$ cat src/rtl/riscv_if_fetchq.sv
// Instruction fetch stage: halfword prefetch queue between ICACHE word fetches and the IF/ID
// registers, extracting 16/32-bit instructions at any halfword alignment.
module riscv_if_fetchq #(
    parameter int          QDEPTH     = 8,
    parameter logic [31:0] RESET_PC   = 32'h0000_0000,
    parameter int          ENABLE_RVC = 1
) (
    input  logic                        clk,
    input  logic                        rst_n,
    input  logic                        stall,
    input  logic                        flush,
    input  logic                        make_correction,
    input  logic [31:0]                 pc_correction,
    input  logic                        ICACHE_stall,
    output logic                        ICACHE_ren,
    output logic                        ICACHE_wen,
    output logic [29:0]                 ICACHE_addr,
    input  logic [31:0]                 ICACHE_rdata,
    output logic [31:0]                 ICACHE_wdata,
    output logic [31:0]                 inst_ppl,
    output logic [31:0]                 pc_ppl,
    output logic                        compressed_ppl,
    output logic [31:0]                 PC,
    output logic [$clog2(QDEPTH):0]     q_count
);

    localparam int          PW  = $clog2(QDEPTH);
    localparam int          CW  = PW + 1;
    localparam logic [31:0] NOP = 32'h0000_0013;

    typedef enum logic {
        FETCH = 1'b0,
        DROP  = 1'b1
    } state_t;

    state_t         state_q, state_d;
    logic           ren_q, ren_d;
    logic [29:0]    addr_q, addr_d;
    logic [29:0]    fpc_q, fpc_d;
    logic           drop_low_q, drop_low_d;
    logic [31:0]    head_pc_q, head_pc_d;
    logic [CW-1:0]  count_q, count_d;
    logic [PW-1:0]  rd_ptr_q, rd_ptr_d;
    logic [PW-1:0]  wr_ptr_q, wr_ptr_d;
    logic [15:0]    mem_q [QDEPTH];
    logic [15:0]    mem_d [QDEPTH];
    logic [31:0]    inst_ppl_q, inst_ppl_d;
    logic [31:0]    pc_ppl_q, pc_ppl_d;
    logic           compressed_ppl_q, compressed_ppl_d;

    logic [15:0]    h0, h1;
    logic           is_rvc, avail, do_pop, do_push, complete, outstanding;
    logic [CW-1:0]  pop_n, push_n;

    always_comb begin
        h0          = mem_q[rd_ptr_q];
        h1          = mem_q[rd_ptr_q + PW'(1)];
        is_rvc      = (ENABLE_RVC != 0) && (h0[1:0] != 2'b11);
        avail       = is_rvc ? (count_q >= CW'(1)) : (count_q >= CW'(2));
        do_pop      = !stall && avail && !make_correction;
        pop_n       = do_pop ? (is_rvc ? CW'(1) : CW'(2)) : CW'(0);
        complete    = ren_q && !ICACHE_stall;
        outstanding = ren_q && ICACHE_stall;
        do_push     = complete && (state_q == FETCH) && !make_correction;
        push_n      = do_push ? (drop_low_q ? CW'(1) : CW'(2)) : CW'(0);
    end

    // Queue storage, pointers and PC state; a correction wipes the queue and cancels push/pop.
    always_comb begin
        mem_d      = mem_q;
        rd_ptr_d   = rd_ptr_q;
        wr_ptr_d   = wr_ptr_q;
        head_pc_d  = head_pc_q;
        fpc_d      = fpc_q;
        drop_low_d = drop_low_q;
        count_d    = count_q + push_n - pop_n;

        if (do_push) begin
            fpc_d = fpc_q + 30'd1;
            if (drop_low_q) begin
                mem_d[wr_ptr_q] = ICACHE_rdata[31:16];
                wr_ptr_d        = wr_ptr_q + PW'(1);
                drop_low_d      = 1'b0;
            end else begin
                mem_d[wr_ptr_q]          = ICACHE_rdata[15:0];
                mem_d[wr_ptr_q + PW'(1)] = ICACHE_rdata[31:16];
                wr_ptr_d                 = wr_ptr_q + PW'(2);
            end
        end

        if (do_pop) begin
            rd_ptr_d  = rd_ptr_q + pop_n[PW-1:0];
            head_pc_d = head_pc_q + (is_rvc ? 32'd2 : 32'd4);
        end

        if (make_correction) begin
            count_d    = '0;
            rd_ptr_d   = '0;
            wr_ptr_d   = '0;
            head_pc_d  = pc_correction;
            fpc_d      = pc_correction[31:2];
            drop_low_d = pc_correction[1];
        end
    end

    // Request FSM: ren/addr are frozen while a request is outstanding; a new request only
    // issues when the queue can absorb a whole word after any pops in flight.
    always_comb begin
        state_d = state_q;
        ren_d   = ren_q;
        addr_d  = addr_q;
        if (outstanding) begin
            if (make_correction) begin
                state_d = DROP;
            end
        end else begin
            state_d = FETCH;
            ren_d   = (count_d <= CW'(QDEPTH - 2));
            addr_d  = fpc_d;
        end
    end

    always_comb begin
        inst_ppl_d       = inst_ppl_q;
        pc_ppl_d         = pc_ppl_q;
        compressed_ppl_d = compressed_ppl_q;
        if (!stall) begin
            pc_ppl_d = head_pc_q;
            if (flush || !avail) begin
                inst_ppl_d       = NOP;
                compressed_ppl_d = 1'b0;
            end else begin
                inst_ppl_d       = is_rvc ? {16'h0000, h0} : {h1, h0};
                compressed_ppl_d = is_rvc;
            end
        end
    end

    always_ff @(posedge clk or negedge rst_n) begin
        if (!rst_n) begin
            state_q          <= FETCH;
            ren_q            <= 1'b0;
            addr_q           <= RESET_PC[31:2];
            fpc_q            <= RESET_PC[31:2];
            drop_low_q       <= 1'b0;
            head_pc_q        <= RESET_PC;
            count_q          <= '0;
            rd_ptr_q         <= '0;
            wr_ptr_q         <= '0;
            for (int i = 0; i < QDEPTH; i++) begin
                mem_q[i] <= 16'h0000;
            end
            inst_ppl_q       <= 32'h0000_0000;
            pc_ppl_q         <= 32'h0000_0000;
            compressed_ppl_q <= 1'b0;
        end else begin
            state_q          <= state_d;
            ren_q            <= ren_d;
            addr_q           <= addr_d;
            fpc_q            <= fpc_d;
            drop_low_q       <= drop_low_d;
            head_pc_q        <= head_pc_d;
            count_q          <= count_d;
            rd_ptr_q         <= rd_ptr_d;
            wr_ptr_q         <= wr_ptr_d;
            mem_q            <= mem_d;
            inst_ppl_q       <= inst_ppl_d;
            pc_ppl_q         <= pc_ppl_d;
            compressed_ppl_q <= compressed_ppl_d;
        end
    end

    assign ICACHE_ren     = ren_q;
    assign ICACHE_wen     = 1'b0;
    assign ICACHE_addr    = addr_q;
    assign ICACHE_wdata   = 32'h0000_0000;
    assign inst_ppl       = inst_ppl_q;
    assign pc_ppl         = pc_ppl_q;
    assign compressed_ppl = compressed_ppl_q;
    assign PC             = head_pc_q;
    assign q_count        = count_q;

endmodule

$ cat config.mk
export PLATFORM = sky130hd
export DESIGN_NAME = riscv_if_fetchq
export DESIGN_NICKNAME = d
export VERILOG_FILES = /design/src/rtl/riscv_if_fetchq.sv
export SDC_FILE = /design/constraint.sdc
export NUM_CORES = 1
export LEC_CHECK = 0
export BUFFER_PORTS_ARGS = -buffer_cell sky130_fd_sc_hd__clkbuf_2
export CAP_MARGIN = 20
export CELL_PAD_IN_SITES_DETAIL_PLACEMENT = 0
export CELL_PAD_IN_SITES_GLOBAL_PLACEMENT = 2
export CORE_ASPECT_RATIO = 1.4
export CORE_MARGIN = 3
export CORE_UTILIZATION = 40
export DETAILED_ROUTE_END_ITERATION = 7
export PLACE_DENSITY_LB_ADDON = 0.1
export SYNTH_ARGS = -nofsm -noshare
export SYNTH_HDL_FRONTEND = slang
export SYNTH_SLANG_ARGS = --single-unit
$ cat constraint.sdc
create_clock -name clk -period 9.6 [get_ports clk]
set_clock_uncertainty 0.1 [all_clocks]
set_input_delay 0.48 -clock clk [delete_from_list [all_inputs] [get_ports clk]]
set_output_delay 0.48 -clock clk [all_outputs]
set_load 0.01 [all_outputs]
**Word level (Yosys, flattened, before mapping)**

Index checks and enable logic that the tools add are counted.

- Output and inout bits: 165
- Input port bits: 70
- Register bits: 298

- $add $sub $neg: 8
- Reduce and logical (&&, ||, !) cells: 15
- Bitwise operators: 5
- Order comparisons: 9
- Mux-type cells: 37
- Equality and inequality tests: 2

Operator list:

| operator | count |
|---|---|
| 128-bit bitwise mux | 3 |
| 128-bit 2-to-1 mux | 1 |
| 32-bit 2-to-1 mux | 4 |
| 16-bit binary-select mux with 3-bit select | 2 |
| 16-bit demux with 3-bit select | 2 |
| 16-bit 2-to-1 mux | 6 |
| 30-bit 2-to-1 mux | 2 |
| 32-bit by 3-bit adder with 32-bit output | 1 |
| 30-bit by 1-bit adder with 30-bit output (second input constant) | 1 |
| 3-bit 2-to-1 mux | 6 |
| 4-bit greater-or-equal comparator (second input constant) | 4 |
| 3-bit inverter with 4-bit output | 4 |
| 1-bit logical AND | 8 |
| 4-bit by 1-bit less-than comparator with 1-bit output (second input constant) | 2 |
| 2-bit 2-to-1 mux | 4 |
| 3-bit by 1-bit adder with 3-bit output (second input constant) | 2 |
| 1-bit 2-to-1 mux | 6 |
| 4-bit by 2-bit adder with 4-bit output | 1 |
| 4-bit by 1-bit greater-or-equal comparator with 1-bit output (second input constant) | 1 |
| 4-bit by 2-bit greater-or-equal comparator with 1-bit output (second input constant) | 1 |
| 4-bit by 3-bit <= comparator with 1-bit output (second input constant) | 1 |
| 1-bit zero test | 4 |
| 4-bit 2-to-1 mux | 1 |
| 2-bit != test (second input constant) | 2 |
| other kinds (6) | 7 |

**Longest topological paths before layout**

Gate-level depths: netlist of the first run.

- Word-level depth: 12
- Gate-level depth with buffers: 15

**Least setup slack after synthesis of the first run**

OpenSTA, ideal clock, no wires.

- Kind: register -> register
- Start: register rd_ptr_q[0]
- End: register ren_q, in the netlist ICACHE_ren
- Cell stages (with the launch flop): 15
- Path buffers: 2
- Slack: 5.848 ns
- Period minus slack after synthesis: 3.752 ns
- Data required time: 9.417 ns
- Arrival time: 3.570 ns
- Cell sequence: dfrtp_1 buf_4 mux4_2 mux2i_4 o21ai_2 buf_2 a21oi_1 nand3_1 fa_1 ha_1 a21o_1 a21oi_1 xnor2_1 nor2_1 o21ai_0

- Longest elaborated chain between the ends: 12
- Elaborated cells on any way between the ends: 13
- Those cells by class: add/sub (1); order compare (1); eq/ne (1); mux (7); bitwise (1); reduce/logical (2)

Ends and longest elaborated chain:

| element | line | RTL |
|---|---|---|
| from (decl) | 43 | `logic [PW-1:0] rd_ptr_q, rd_ptr_d;` |
| from (signal assigned) | 164 | `rd_ptr_q <= rd_ptr_d;` |
| 3-bit inverter with 4-bit output (implied by the code) * | 56 | `h0 = mem_q[rd_ptr_q];` |
| 16-bit binary-select mux with 3-bit select * | 56 |  |
| 16-bit 2-to-1 mux (implied by the code) * (2 in a row) | 56 |  |
| 2-bit != test * | 58 | `is_rvc = (ENABLE_RVC != 0) && (h0[1:0] != 2'b11);` |
| 1-bit 2-to-1 mux | 59 | `avail = is_rvc ? (count_q >= CW'(1)) : (count_q >= CW'(2));` |
| 1-bit logical AND (2 in a row) | 60 | `do_pop = !stall && avail && !make_correction;` |
| 2-bit 2-to-1 mux * | 61 | `pop_n = do_pop ? (is_rvc ? CW'(1) : CW'(2)) : CW'(0);` |
| 4-bit by 2-bit subtractor with 4-bit output * | 76 | `count_d = count_q + push_n - pop_n;` |
| 4-bit 2-to-1 mux * | 96 | `if (make_correction) begin` |
| via count_d[3] | 42 | `logic [CW-1:0] count_q, count_d;` |
| 4-bit by 3-bit <= comparator with 1-bit output * | 118 | `ren_d = (count_d <= CW'(QDEPTH - 2));` |
| to (signal assigned) | 158 | `ren_q <= ren_d;` |
| to (decl) | 37 | `logic ren_q, ren_d;` |

Mark *: on every way through the listed nets, which the timed path passes. The rest lies on a longest branch. The select of a mux whose other input is x is not followed.
A chain may end at the register's enable or synchronous reset.

**Final worst setup path of the first run**

- Start: register rd_ptr_q[1]
- End: register ren_q, in the netlist ICACHE_ren

The elaborated chain is that of the path after synthesis.

==> results.md, run 1 <==
* Final Hold Vio Count at 0
* Buf/Inv on CP at 2
* Crit Path Class: reg -> reg
* Post-DP HPWL at approximately 37 mm
* Yosys top cell area share at 46.19%
* Hold_sp: pc_correction[0]
* WHS Path Cells at 2
* R2r startpoint: rd_ptr_q[1]
* Min Tclk post-route at ~4.4 ns
* CTS Buf Count at 34
* Cell Rows at 86
* Final net count at 1759
* Sequential element share of the synthesized area at between 40% and 50%
* CP required at 9.93 ns
* Number of port buffers at 201
* Final antenna-violating net count at 0
* CTS sink cnt at around 300
* Synth Flop Type: dfrtp_1
* Routed length per placed instance at 24.83 µm
* TritonRoute pass-1 iters at 5
* GRT Overall Usage at between 20% and 30%
* Vias post-DR at 12730
* Die height at 243.7 µm
* CTS tree: done
* Grt ovf at 0
* VDD IR max at around 0.00013 V
* Crit Path Max Fanout at 35
* Post CTS Setup Buffer Count at 0
* Synth Cell Area at 0.01614 mm²
* Number of synthesis warnings at 0
* WP data arrival at 4.69 ns
* Worst path cell trace: buf_4 > mux4_2 > mux2i_4 > o21ai_2 > buf_4 > a21oi_1 > nand3_1 > fa_1 > ha_1 > a21o_1 > a21oi_1 > xnor2_1 > nor2_1 > o21ai_0
* Top cells by count, synth: 298 x dfrtp_1, 215 x nand2_1, 152 x o21ai_0, 128 x a22oi_1, 99 x clkbuf_1
* Hold WC Path Type: in -> reg
* Slowest cell delay on critical path at 0.61 ns
* Top cells by area, synth: dfrtp_1 46%, mux4_2 8.9%, a22oi_1 6.0%
* Worst Tran Pin Value at 1.131 ns
* Synth area leader: dfrtp_1
* Mapped Cells at 1522
* Area Growth Syn to Fin at 16.18%
* EDFF count, synth at 0
* Status: finished, final reports clean
* Worst R2R End: ICACHE_ren
* Hold endpoint: PC[0]
* PD cells at 234.1 mW/mm²
* Inserted Diodes at 0
* Initial Util at 40.77%
* Top delay family on crit path: compound AO/OA/AOI/OAI gates
* Root Buffer: clkbuf_16
* Final setup vio count at 0
* Worst skew pair latency at roughly 0.54 ns
* Post-CTS Hold Fix Bufs at 1
* Largest net degree at the start of global routing at 91
* I/O pins at 235
* End-of-flow core utilization at 47.37%
* Clock transition at path regs at approximately 0.060 ns
* Via density at 5.722
* Drt initial violations at between 800 and 900
* FF-to-FF path depth at 14
* Synth unique cells at 67
* Setup TNS Final at 0 ns
* R2R Setup Slk at 5.23 ns
* Initial antenna violation count at 0
* Max Clk Rate at 229.0 MHz
* Setup crit end kind: register
* RSZ-0062 raised after global routing: no
* CTS Buffer Depth at 3
* Critical path's slowest cell: buf_4
* Die area at 0.04284 mm²
* Slew Limit Fails at 0
* LEAKAGE at 7.671 nW
* PostCTS Resize Cnt at 0
* Vias in the first global route at 12930
* Critical Path Source Type: register
* Count leader, synth: dfrtp_1
* Floorplan Core Area at 0.03960 mm²
* Ys async rst share at 100.0%
* Die width at 175.8 µm
* Synth Area per Inst at 10.61 µm²
* Register bit total from synthesis at 298
* Tcrit/Tclk final at 45.49%
* Placer Congestion at roughly 0.8
* CTS H-tree depth at 2
* Slew HR at 24.37%
* Layout cells sized above 1 at ~28%
* First-pass GRT wire length at 83.79 mm
* Max cap viols at 0
* WL final at around 55 mm
* Residual DRC count at 0
## how the worst max path moves through the flow
stage	from	end	slack (ns)	depth (start not counted)
global route	rd_ptr_q[1]	ICACHE_ren	4.96	14
CTS	rd_ptr_q[1]	ICACHE_ren	5.21	14
floorplan	rd_ptr_q[0]	ICACHE_ren	5.85	14
finish	rd_ptr_q[1]	ICACHE_ren	5.23	14
detailed placement	rd_ptr_q[1]	ICACHE_ren	5.24	14
global placement	rd_ptr_q[1]	ICACHE_ren	5.32	14
## report_power, final
group | total [mW] | internal, mW | switching, mW
Clock | 1.29 | 0.753 | 0.533
Sequential | 1.81 | 1.56 | 0.247
Combinational | 1.30 | 0.553 | 0.746
Total | 4.39 | 2.87 | 1.53
## state kept, by name, indices dropped and copies added (netlist names), 4 cells and up
name,cells
q_count,4
fpc_q,30
ICACHE_addr,30
mem_q,128
inst_ppl,32
pc_ppl,32
PC,32
## cells in the final DEF (no fill, tap or decap), drive strengths merged, types with 4 or more instances in the layout
master,n
dfrtp,298
clkbuf,256
nand2,215
o21ai,183
a22oi,128
mux2,73
mux4,64
nor2,55
buf,39
xnor2,37
mux2i,34
conb,33
a21oi,29
nand3,26
inv,25
nor4,17
ha,15
xor2,14
o31ai,13
nor3,13
o31a,12
a2111oi,12
nor2b,11
and2,10
nand4,9
nand2b,8
a211oi,8
and3,6
a21boi,6
or3,4
fa,4
clkinv,4
or4,4
or2,4
## final cells by class
| class | count | area, µm² |
|---|---|---|
| repair buffers | 239 | 1349 |
| multi-input cells | 1072 | 8103 |
| inverters | 25 | 93.84 |
| clock buffers | 57 | 1061 |
| flip-flops and latches | 298 | 7462 |
| clock inverters | 5 | 27.53 |
| fillers | 3878 | 20840 |
| well taps | 528 | 660.6 |
## routing by layer
| metal | routed length, µm | vias up | GRT usage (%) |
|---|---|---|---|
| met1 | 21340 | 6423 | 31.31 |
| met4 | 1955 | 0 | 8.599 |
| met5 | 0 | - | 0 |
| li1 | - | 5775 | - |
| met3 | 2697 | 109 | 3.477 |
| met2 | 29240 | 418 | 46.52 |
## metrics by stage
stage / instance area [µm²] / hold WS [ns] / cells / setup slack, ns / power [mW]
3_5_place_dp: 17630 / 0.3674 / 2160 / 5.242 / 3.143
5_1_grt: 18760 / 0.09491 / 2224 / 4.956 / 4.652
2_1_floorplan: 16260 / 0.08441 / 1554 / 5.848 / 2.622
4_1_cts: 18730 / 0.07571 / 2223 / 5.205 / 4.446
6_report: 18760 / 0.09889 / 2224 / 5.233 / 4.392
3_3_place_gp: 17590 / 0.3599 / 2157 / 5.324 / 3.111
## logic make-up after synthesis
kind of cell / after synthesis / share of synthesized area (%)
AOI/OAI and AO/OA: 408 / 16.74
DFF: 298 / 46.19
and+or+nand+nor: 390 / 11.17
muxes: 171 / 16.28
other: 1 / 0.02323
xor gates and xnor gates: 51 / 2.767
buffers and inverters: 184 / 5.169
adders and majority gates: 19 / 1.659
(Power assumes the default switching activity.)
==> run 2, diff against run 1 <==
--- a/config.mk
+++ b/config.mk
@@ -11,7 +11,7 @@
 export CELL_PAD_IN_SITES_GLOBAL_PLACEMENT = 2
 export CORE_ASPECT_RATIO = 1.4
 export CORE_MARGIN = 3
-export CORE_UTILIZATION = 40
+export CORE_UTILIZATION = 34
 export DETAILED_ROUTE_END_ITERATION = 7
 export PLACE_DENSITY_LB_ADDON = 0.1
 export SYNTH_ARGS = -nofsm -noshare
==> constraint.sdc (replaced) <==
create_clock -name clk -period 3.6 [get_ports clk]
set_clock_uncertainty 0.1 [all_clocks]
set_input_delay 0.18 -clock clk [delete_from_list [all_inputs] [get_ports clk]]
set_output_delay 0.18 -clock clk [all_outputs]
set_load 0.01 [all_outputs]
==> results.md, run 2 (same netlist as run 1, synthesis figures left out) <==
* Most frequent cells in the layout: 296 x dfrtp_1, 215 x nand2_1, 199 x clkbuf_2
* Tcrit/Tclk final at 96.08% (+51 points)
* I/O pins at 235 (unchanged)
* Via density at 5.450 (-4.7%)
* Clock share of power at 30.5% (+1.2 points)
* PD cells at 624.8 mW/mm² (+170%)
* Residual DRC count at 0 (unchanged)
* Max reg flops at 128 (unchanged)
* Placed cell count at 2278 (+5.5%)
* Vias in the first global route at 13270 (+2.6%)
* Initial antenna violation count at 0 (unchanged)
* CTS tree: done
* Final net count at 1827 (+3.9%)
* CTS sink cnt at 298 (unchanged)
* WP data arrival at 3.77 ns (-0.92 ns)
* Most common cell after layout, fill and taps aside: dfrtp_1
* Critical Path Source Type: register
* Crit Path Max Fanout at 8 (-77%)
* Area Growth Syn to Fin at 20.64%
* Floorplan Core Area at 0.04643 mm² (+17%)
* Crit Path Class: reg -> reg
* Grt ovf at 0 (unchanged)
* Final Hold Vio Count at 0 (unchanged)
* Clock transition at path regs at 0.06 ns (about the same)
* Min Tclk post-route at 3.459 ns (-0.9082 ns)
* Die width at 190.2 µm (+8.2%)
* CTS Buffer Depth at 3 (unchanged)
* Slowest cell delay on critical path at 0.58 ns (-0.03 ns)
* Worst Tran Pin Value at 0.9357 ns (-0.1951 ns)
* RSZ-0062 raised after global routing: no
* Switching fraction of total power at 34.58% (-0.16 points)
* Buf/Inv on CP at 1 (-1)
* Largest net degree at the start of global routing at 95 (+4.4%)
* WL final at 59.39 mm (+7.5%)
* WHS Path Cells at 3 (+1)
* FF-to-FF path depth at 10 (-4)
* LEAKAGE at 8.014 nW (+4.5%)
* TritonRoute pass-1 iters at 5 (unchanged)
* First-pass GRT wire length at 89.21 mm (+6.5%)
* Drt initial violations at 885 (+4.9%)
* CP required at 3.91 ns (-6.02 ns)
* Crit path depth at 10 (-4)
* Vias post-DR at 12970 (+1.9%)
* Slew Limit Fails at 0 (unchanged)
* Routed length per placed instance at 24.96 µm (+0.49%)
* Slew HR at 37.20% (+13 points)
* CTS Buf Count at 36 (+5.9%)
* VDD IR max at 0.0003475 V (+170%)
* CTS H-tree depth at 2 (unchanged)
* Die area at 0.05017 mm² (+17%)
* Number of port buffers at 201 (unchanged)
* Max Clk Rate at 289.1 MHz (+26%)
* Worst skew pair latency at 0.53 ns (about the same)
* Initial Util at 34.77% (-6.0 points)
* Final antenna-violating net count at 0 (unchanged)
* Root Buffer: clkbuf_16
* Hold_ws at 0.009449 ns (-0.08944 ns)
* Top delay family on crit path: multiplexers
* Layout cells sized above 1 at 28.36% (+0.18 points)
* Biggest register: mem_q
* Post-DP HPWL at 40.39 mm (+9.1%)
* Sequential share of power at 39.5% (-1.6 points)
* Status: finished, final reports clean
* Placer Congestion at 0.8171 (+0.63%)
* Hold WC Path Type: in -> reg
* Non-Filler Instances at 2380 (+7.0%)
* Inserted Diodes at 0 (unchanged)
* Final setup vio count at 0 (unchanged)
* Worst path cell trace: mux4_2 > mux2i_4 > or2_4 > inv_1 > ha_1 > a21o_1 > nand3_1 > a2111oi_0 > xor2_1 > mux2_2
* Combinational Power Share at 30.0% (+0.4 points)
* Cell Rows at 93 (+8.1%)
* Critical path's slowest cell: a2111oi_0
* Internal power at 7.960 mW (+180%)
* Die height at 263.8 µm (+8.3%)
* Net Switching at 4.208 mW (+180%)
* Setup crit end kind: register
* Max cap viols at 0 (unchanged)
* Setup TNS Final at 0 ns (unchanged)
* GRT Overall Usage at 23.44% (-2.3 points)
run 2: cell count changes in the layout (fill, tap and decap cells not counted), moves of 8 or more:
cell,delta
buf_4,+30
o21ai_1,+8
dlygate4sd3_1,+37
o21ai_2,-8
run 2: tightest hold or removal path: stages:
cell and delay (ns):
clkbuf_2 0.20, a22oi_1 0.09, o21ai_0 0.13
run 2: stage by stage:
stage          setup slack (ns)  util (%)  power (mW)  instance area [µm²]
3_5_place_dp             0.1485     38.54       8.496                17890
4_1_cts                  0.1185     41.91       12.28                19460
3_3_place_gp             0.1469     38.54       8.439                17890
5_1_grt                 0.01172     41.95       12.87                19480
2_1_floorplan           0.02131         -       6.998                16270
6_report                 0.1410     41.95       12.17                19480
run 2: final timing paths:
kind / startpoint / endpoint / slack, ns
max reg2reg: rd_ptr_q[0] / PC[6] / 0.14
min: ICACHE_rdata[18] / mem_q[66] / 0.009
max in group asynchronous: rst_n / PC[25] / 2.30
min in group asynchronous: rst_n / ICACHE_addr[11] / 0.15
min reg2reg: ICACHE_addr[18] / ICACHE_addr[18] / 0.38
max: rd_ptr_q[0] / PC[6] / 0.14
run 2: final cells by class:
class                      count  area (µm²)
clock buffer                  58        1105
timing repair buffer         305        1932
tap                          617       772.0
sequential                   298        7462
inverter                      25       93.84
fill                        4597       26950
multi-input combinational   1072        8034
clock inverter                 5       77.57
run 2: power groups by stage:
| stage | Sequential [mW] | Clock (mW) | Combinational [mW] |
|---|---|---|---|
| final | 4.80 | 3.72 | 3.65 |
| after detailed placement | 4.87 | 0 | 3.63 |
| after global routing | 4.92 | 3.93 | 4.01 |
| after global placement | 4.83 | 0 | 3.61 |
| after CTS | 4.81 | 3.81 | 3.67 |
| after floorplan | 4.79 | 0 | 2.21 |
run 2: timing repair:
action                                 CTS  global route
gates resized for setup                  0             3
hold buffers                            38             0
buffers inserted                         0             1
endpoints found under the hold margin  185             0
setup endpoints to repair                0             5
run 2: routing by layer:
metal | wire (µm) | part of all wire (%) | track usage (%)
met3 | 3121 | 5.3 | 3.332
met5 | 0 | 0 | 0
met1 | 23640 | 40 | 29.13
met2 | 30910 | 52 | 42.09
met4 | 1722 | 2.9 | 6.906
